File: src/rtl/tiny8_control.sv
// tiny8_control: multi-cycle fetch/decode/execute sequencer for the tiny8 CPU.
// One instruction in flight; a single shared memory port with a request/response handshake.
// Optional feature macro: TINY8_CTRL_HALT_EN (branch-to-self with Z set parks the core in HALT).
module tiny8_control (
  input  logic       clk,
  input  logic       rst,
  input  logic [1:0] opcode,
  input  logic [3:0] imm4,
  input  logic       z_flag,
  input  logic       mem_resp,
  output logic       mem_read,
  output logic       mem_write,
  output logic       addr_sel,
  output logic       load_ir,
  output logic       load_pc,
  output logic       pc_sel,
  output logic       load_reg,
  output logic       reg_sel,
  output logic       instr_done,
  output logic       halted
);

  typedef enum logic [2:0] {
    StFetch,
    StDecode,
    StExecAdd,
    StExecLd,
    StExecSt,
    StExecBr
`ifdef TINY8_CTRL_HALT_EN
    , StHalt
`endif
  } state_e;

  state_e state_q, state_d;

`ifdef TINY8_CTRL_HALT_EN
  logic br_self;
  assign br_self = z_flag && (imm4 == 4'hF);
`else
  // imm4 only matters for halt detection; keep it visibly consumed.
  logic unused_imm4;
  assign unused_imm4 = ^imm4;
`endif

  // Next-state selection; mem_resp only advances states that own a memory request.
  always_comb begin
    state_d = state_q;
    unique case (state_q)
      StFetch:   if (mem_resp) state_d = StDecode;
      StDecode: begin
        unique case (opcode)
          2'b00:   state_d = StExecAdd;
          2'b01:   state_d = StExecLd;
          2'b10:   state_d = StExecSt;
          default: state_d = StExecBr;
        endcase
      end
      StExecAdd: state_d = StFetch;
      StExecLd:  if (mem_resp) state_d = StFetch;
      StExecSt:  if (mem_resp) state_d = StFetch;
      StExecBr: begin
`ifdef TINY8_CTRL_HALT_EN
        state_d = br_self ? StHalt : StFetch;
`else
        state_d = StFetch;
`endif
      end
`ifdef TINY8_CTRL_HALT_EN
      StHalt:    state_d = StHalt;
`endif
      default:   state_d = StFetch;
    endcase
  end

  // State register; async reset drops any in-flight request and restarts at fetch.
  always_ff @(posedge clk or posedge rst) begin
    if (rst) begin
      state_q <= StFetch;
    end else begin
      state_q <= state_d;
    end
  end

  // Strobe decode from state (plus mem_resp in wait states); forced quiet while rst is high.
  always_comb begin
    mem_read   = 1'b0;
    mem_write  = 1'b0;
    addr_sel   = 1'b0;
    load_ir    = 1'b0;
    load_pc    = 1'b0;
    pc_sel     = 1'b0;
    load_reg   = 1'b0;
    reg_sel    = 1'b0;
    instr_done = 1'b0;
    halted     = 1'b0;
    if (!rst) begin
      unique case (state_q)
        StFetch: begin
          mem_read = 1'b1;
          if (mem_resp) begin
            load_ir = 1'b1;
            load_pc = 1'b1;
          end
        end
        StDecode: ;
        StExecAdd: begin
          load_reg   = 1'b1;
          instr_done = 1'b1;
        end
        StExecLd: begin
          mem_read = 1'b1;
          addr_sel = 1'b1;
          if (mem_resp) begin
            load_reg   = 1'b1;
            reg_sel    = 1'b1;
            instr_done = 1'b1;
          end
        end
        StExecSt: begin
          mem_write = 1'b1;
          addr_sel  = 1'b1;
          if (mem_resp) instr_done = 1'b1;
        end
        StExecBr: begin
          instr_done = 1'b1;
`ifdef TINY8_CTRL_HALT_EN
          if (z_flag && !br_self) begin
`else
          if (z_flag) begin
`endif
            load_pc = 1'b1;
            pc_sel  = 1'b1;
          end
        end
`ifdef TINY8_CTRL_HALT_EN
        StHalt: halted = 1'b1;
`endif
        default: ;
      endcase
    end
  end

endmodule

File: config.mk
export PLATFORM = sky130hd
export DESIGN_NAME = tiny8_control
export DESIGN_NICKNAME = d
export VERILOG_FILES = /design/src/rtl/tiny8_control.sv
export SDC_FILE = /design/constraint.sdc
export NUM_CORES = 1
export LEC_CHECK = 0
export CORE_AREA = 4 4 41 43
export CTS_CLUSTER_DIAMETER = 100
export DETAILED_ROUTE_END_ITERATION = 10
export DIE_AREA = 0 0 45 47
export GPL_TIMING_DRIVEN = 0
export SYNTH_ARGS = -nofsm -noshare
export SYNTH_HDL_FRONTEND = slang
export SYNTH_SLANG_ARGS = --single-unit
export TNS_END_PERCENT = 5
File: constraint.sdc
create_clock -name clk -period 2.3 [get_ports clk]
set_clock_uncertainty 0.05 [all_clocks]
set_input_delay 0.575 -clock clk [delete_from_list [all_inputs] [get_ports clk]]
set_output_delay 0.575 -clock clk [all_outputs]
set_load 0.02 [all_outputs]
== Yosys cells after proc, flatten, opt, wreduce, memory -nomap -nowiden ==
Cells that the tools add are included.

* Register bits: 3
* Bits in latches: 0
* RAM bits: 0
* Bits in read-only memories: 0
* Bits of input ports: 10
* Word-level logic and storage cells: 40
* Memories: 0

* $add $sub $neg: 0
* Multiply operators: 0
* Divide/modulo/power cells: 0
* $lt $le $gt $ge: 0
* Equality and inequality tests: 9
* Shift-type cells: 0
* Multiplexer cells: 24
* Bitwise operators: 0
* Reduce and logical (&&, ||, !) cells: 6

{| class="wikitable"
|+ Operators by type and width
! operator !! number
|-
| one-hot mux 3 bit (3 select lines) || 2
|-
| two-way mux 1 bit || 17
|-
| equality test 3 x 2 -> 1 bit, second input constant || 2
|-
| equality test 3 bit, second input constant || 2
|-
| two-way mux 3 bit || 2
|-
| one-hot mux 1 bit (2 select lines) || 3
|-
| OR reduction 2 bit || 3
|-
| equality test 3 x 1 -> 1 bit, second input constant || 1
|-
| zero test 3 bit || 1
|-
| equality test 2 x 1 -> 1 bit, second input constant || 1
|-
| equality test 2 bit, second input constant || 1
|-
| zero test 2 bit || 1
|-
| inequality test 2 x 1 -> 1 bit, second input constant || 1
|-
| inequality test 2 bit, second input constant || 1
|-
| AND reduction 2 bit || 1
|}

== Logic depth before layout (Yosys ltp) ==
* Word-level depth: 4
* Gate-level depth with buffers: 4

== Worst setup path before layout ==
Ideal clock, no wire load.

* Path type: input to output
* From: in rst
* To: out mem_read
* Arrival: 1.223 ns
* Data required time: 1.675 ns
* Setup slack: 0.452 ns
* Stages on the path: 2
* Path buffers: 1
* Cells stage by stage: buf_2 nor3_1

* Cells in the longest elaborated chain, start to end: 1

{| class="wikitable"
|+ Ends and longest elaborated chain
! element !! line !! text
|-
| start, declared || 6 || <nowiki>input logic rst,</nowiki>
|-
| two-way mux 1 bit || 97 || <nowiki>if (!rst) begin</nowiki>
|-
| end, declared || 11 || <nowiki>output logic mem_read,</nowiki>
|}

No other way between the ends.

== Worst setup path after layout ==
* From: in z_flag
* To: out pc_sel

* Cells in the longest elaborated chain, start to end: 3

{| class="wikitable"
|+ Ends and longest elaborated chain
! element !! line !! text
|-
| start, declared || 9 || <nowiki>input logic z_flag,</nowiki>
|-
| two-way mux 1 bit || 130 || <nowiki>if (z_flag) begin</nowiki>
|-
| two-way mux 1 bit || 98 || <nowiki>unique case (state_q)</nowiki>
|-
| two-way mux 1 bit || 97 ||
|-
| end, declared || 16 || <nowiki>output logic pc_sel,</nowiki>
|}

No other way between the ends.

==> reports/qor.yml <==
outcome: "completed"
netlist_top_cells_area: "dfrtp_1, nor2_1, a21oi_1, buf_2, buf_4"
ant_nets: 0
postSynthCellCount: 39
power.leakage_nw: 0.236
first_pass_iters: 2
via_count: 316
drt_iter0_markers: 2
nets: 67
ctsHtreeMaxLevel: 1
crit_start: "z_flag"
cts-root-buf: "clkbuf_4"
worstPathRequired_ns: 1.67
seq_area_frac_synth: 0.250
largest_register_ff_count: 3
drive_gt1_frac: 0.250
cts-buffers-inserted: 3
finalHoldViolCount: 0
internal_power_mw: 0.300
finalCritPeriodShare: 0.971
p_comb_frac: 0.654
insertion_delay_ns: 0.23
power_density_nw_per_um2: 1180
async_flop_share: 1.00
cts.sinks: 3
dpl.hpwl_um: 555
fp-row-count: 13
grt_max_degree: 11
ios: 20
setup_viol: 0
port-buffer-count: 13
cts_resized: 14
dieArea_um2: 2120
path_clk_slew_ns: 0.04
end_kind: "output pin"
track_usage: 0.0728
syn-cell-area_um2: 300
hold_path_class: "in2async"
worstReg2RegStart: "state_q[0]"
synth_flop_cell: "dfrtp_1"
cts_max_path_buffers: 2
crit_path_max_fanout: 2
via_per_inst: 4.45
reg_top3: "state_q (3)"
drc: 0
ctsHoldBuffers: 0
fmax_mhz: 448
fp.dieH_um: 47
syn-num-nets: 49
die_w_um: 45
max_cap_violations: 0
placed_cells: 67
area_growth_pct: 55.8
timing.setup.tns_ns: 0
ys_seq_elements: 3
critical_path_class: "in2out"
fin_crit_ns: 2.23
core_um2: 1300
cp-start-kind: "input pin"
power_frac_seq: 0.179
first_global_vias: 280
cts_tree: "built"
power_switching_mw: 0.251
avgSynthCellArea_um2: 7.70
gp_congestion: 0.703
p_clk_frac: 0.167
wl_per_cell_um: 10.3
rsz0062_at_grt: "false"
crit_arrival_ns: 1.61
instances_no_fill: 71
start_util: 0.231
antenna_found_initial: 0
diodes: 0
grt-ovfl-total: 0
switching_share: 0.455
yosysTopAreaCell: "dfrtp_1"
synth-edff-count: 0
yosysTopAreaCellShare: 0.250
synth_cell_types: 24
top_register: "state_q"
maxSlewViolCount: 0
postCtsSetupBuffers: 0
wl_um: 728
grt_pass1_wl_um: 1100
ys_warn_count: 0
peakVddDrop_v: 0.000504
-- metrics by stage --
stage,hold slack (ns),worst slack (ns),util,power [mW],cell area [um^2]
finish,0.234,0.0668,0.360,0.551,468
global route,0.242,0.00545,0.360,0.593,468
CTS,0.230,0.0484,0.360,0.560,468
detailed placement,0.479,-0.448,0.345,0.489,449
global placement,0.476,-0.452,0.345,0.483,449
floorplan,0.442,0.452,-,0.364,300
-- worst paths after layout --
path                            cells after the start  slack (ns)          to
worst max register to register                      2        1.26  state_q[2]
worst max-delay path                                4        0.07      pc_sel
worst min-delay path                                2        0.23  state_q[1]
min in group clk                                    2        0.56  state_q[2]
max in group asynchronous                           2        1.84  state_q[0]
worst min register to register                      2        0.56  state_q[2]
-- power groups by stage --
stage	clock network [mW]	logic (mW)	registers [mW]
floorplan	0	0.270	0.0943
global route	0.0971	0.391	0.105
global placement	0	0.384	0.0993
detailed placement	0	0.389	0.0993
CTS	0.0957	0.366	0.0983
finish	0.0917	0.360	0.0988
-- cells in the mapped netlist, types with 2 or more instances --
| master | number |
|---|---|
| a21oi_1 | 3 |
| and3_1 | 2 |
| nor3_1 | 2 |
| buf_4 | 2 |
| nand2b_1 | 2 |
| nor2_1 | 6 |
| buf_2 | 3 |
| dfrtp_1 | 3 |
-- placed cells by master (no fill, tap or decap) --
master and instances:
nor3_1 2, and3_1 2, or3b_1 1, and4_1 1, buf_2 3, nand3b_1 1
nor2b_1 1, and3_2 1, clkdlybuf4s50_1 3, nand3_2 1, clkbuf_1 1, clkbuf_4 3
o21ai_0 1, conb_1 1, xor2_1 1, clkdlybuf4s15_2 2, nand2b_1 2, nand2_1 1
dlygate4sd2_1 8, nor2_1 6, a211oi_2 1, buf_4 2, nor4b_2 1, inv_1 1
a2bb2oi_1 1, a22oi_1 1, a21oi_1 3, dfrtp_1 3, o21ai_1 1
-- routing by layer --
layer,vias to the layer above,GRT usage,wire (um)
met1,136,0.0892,328
met4,0,0.0702,0
met2,10,0.107,332
met3,0,0.0115,66
li1,170,-,-
met5,-,0,0
-- kinds of logic after synthesis --
kind of cell | share of synthesized area
compound gates | 0.179
xor+xnor | 0.0292
buf+inv | 0.112
flops | 0.250
other cells | 0.0125
simple gates | 0.417
-- worst max-delay path, cell delays in order --
cell	delay, ns
clkdlybuf4s50_1	0.47
nand3_2	0.09
nor3_1	0.12
dlygate4sd2_1	0.35
-- cell type report --
type	count	area (um^2)
plain buffers	5	30.0
clock buffers	4	26.3
fillers	149	833
inverters	1	3.75
multi-input cells	30	191
flip-flops and latches	3	75.1
well taps	15	18.8
repair buffers	13	123
Power figures use the tool's default switching activity.
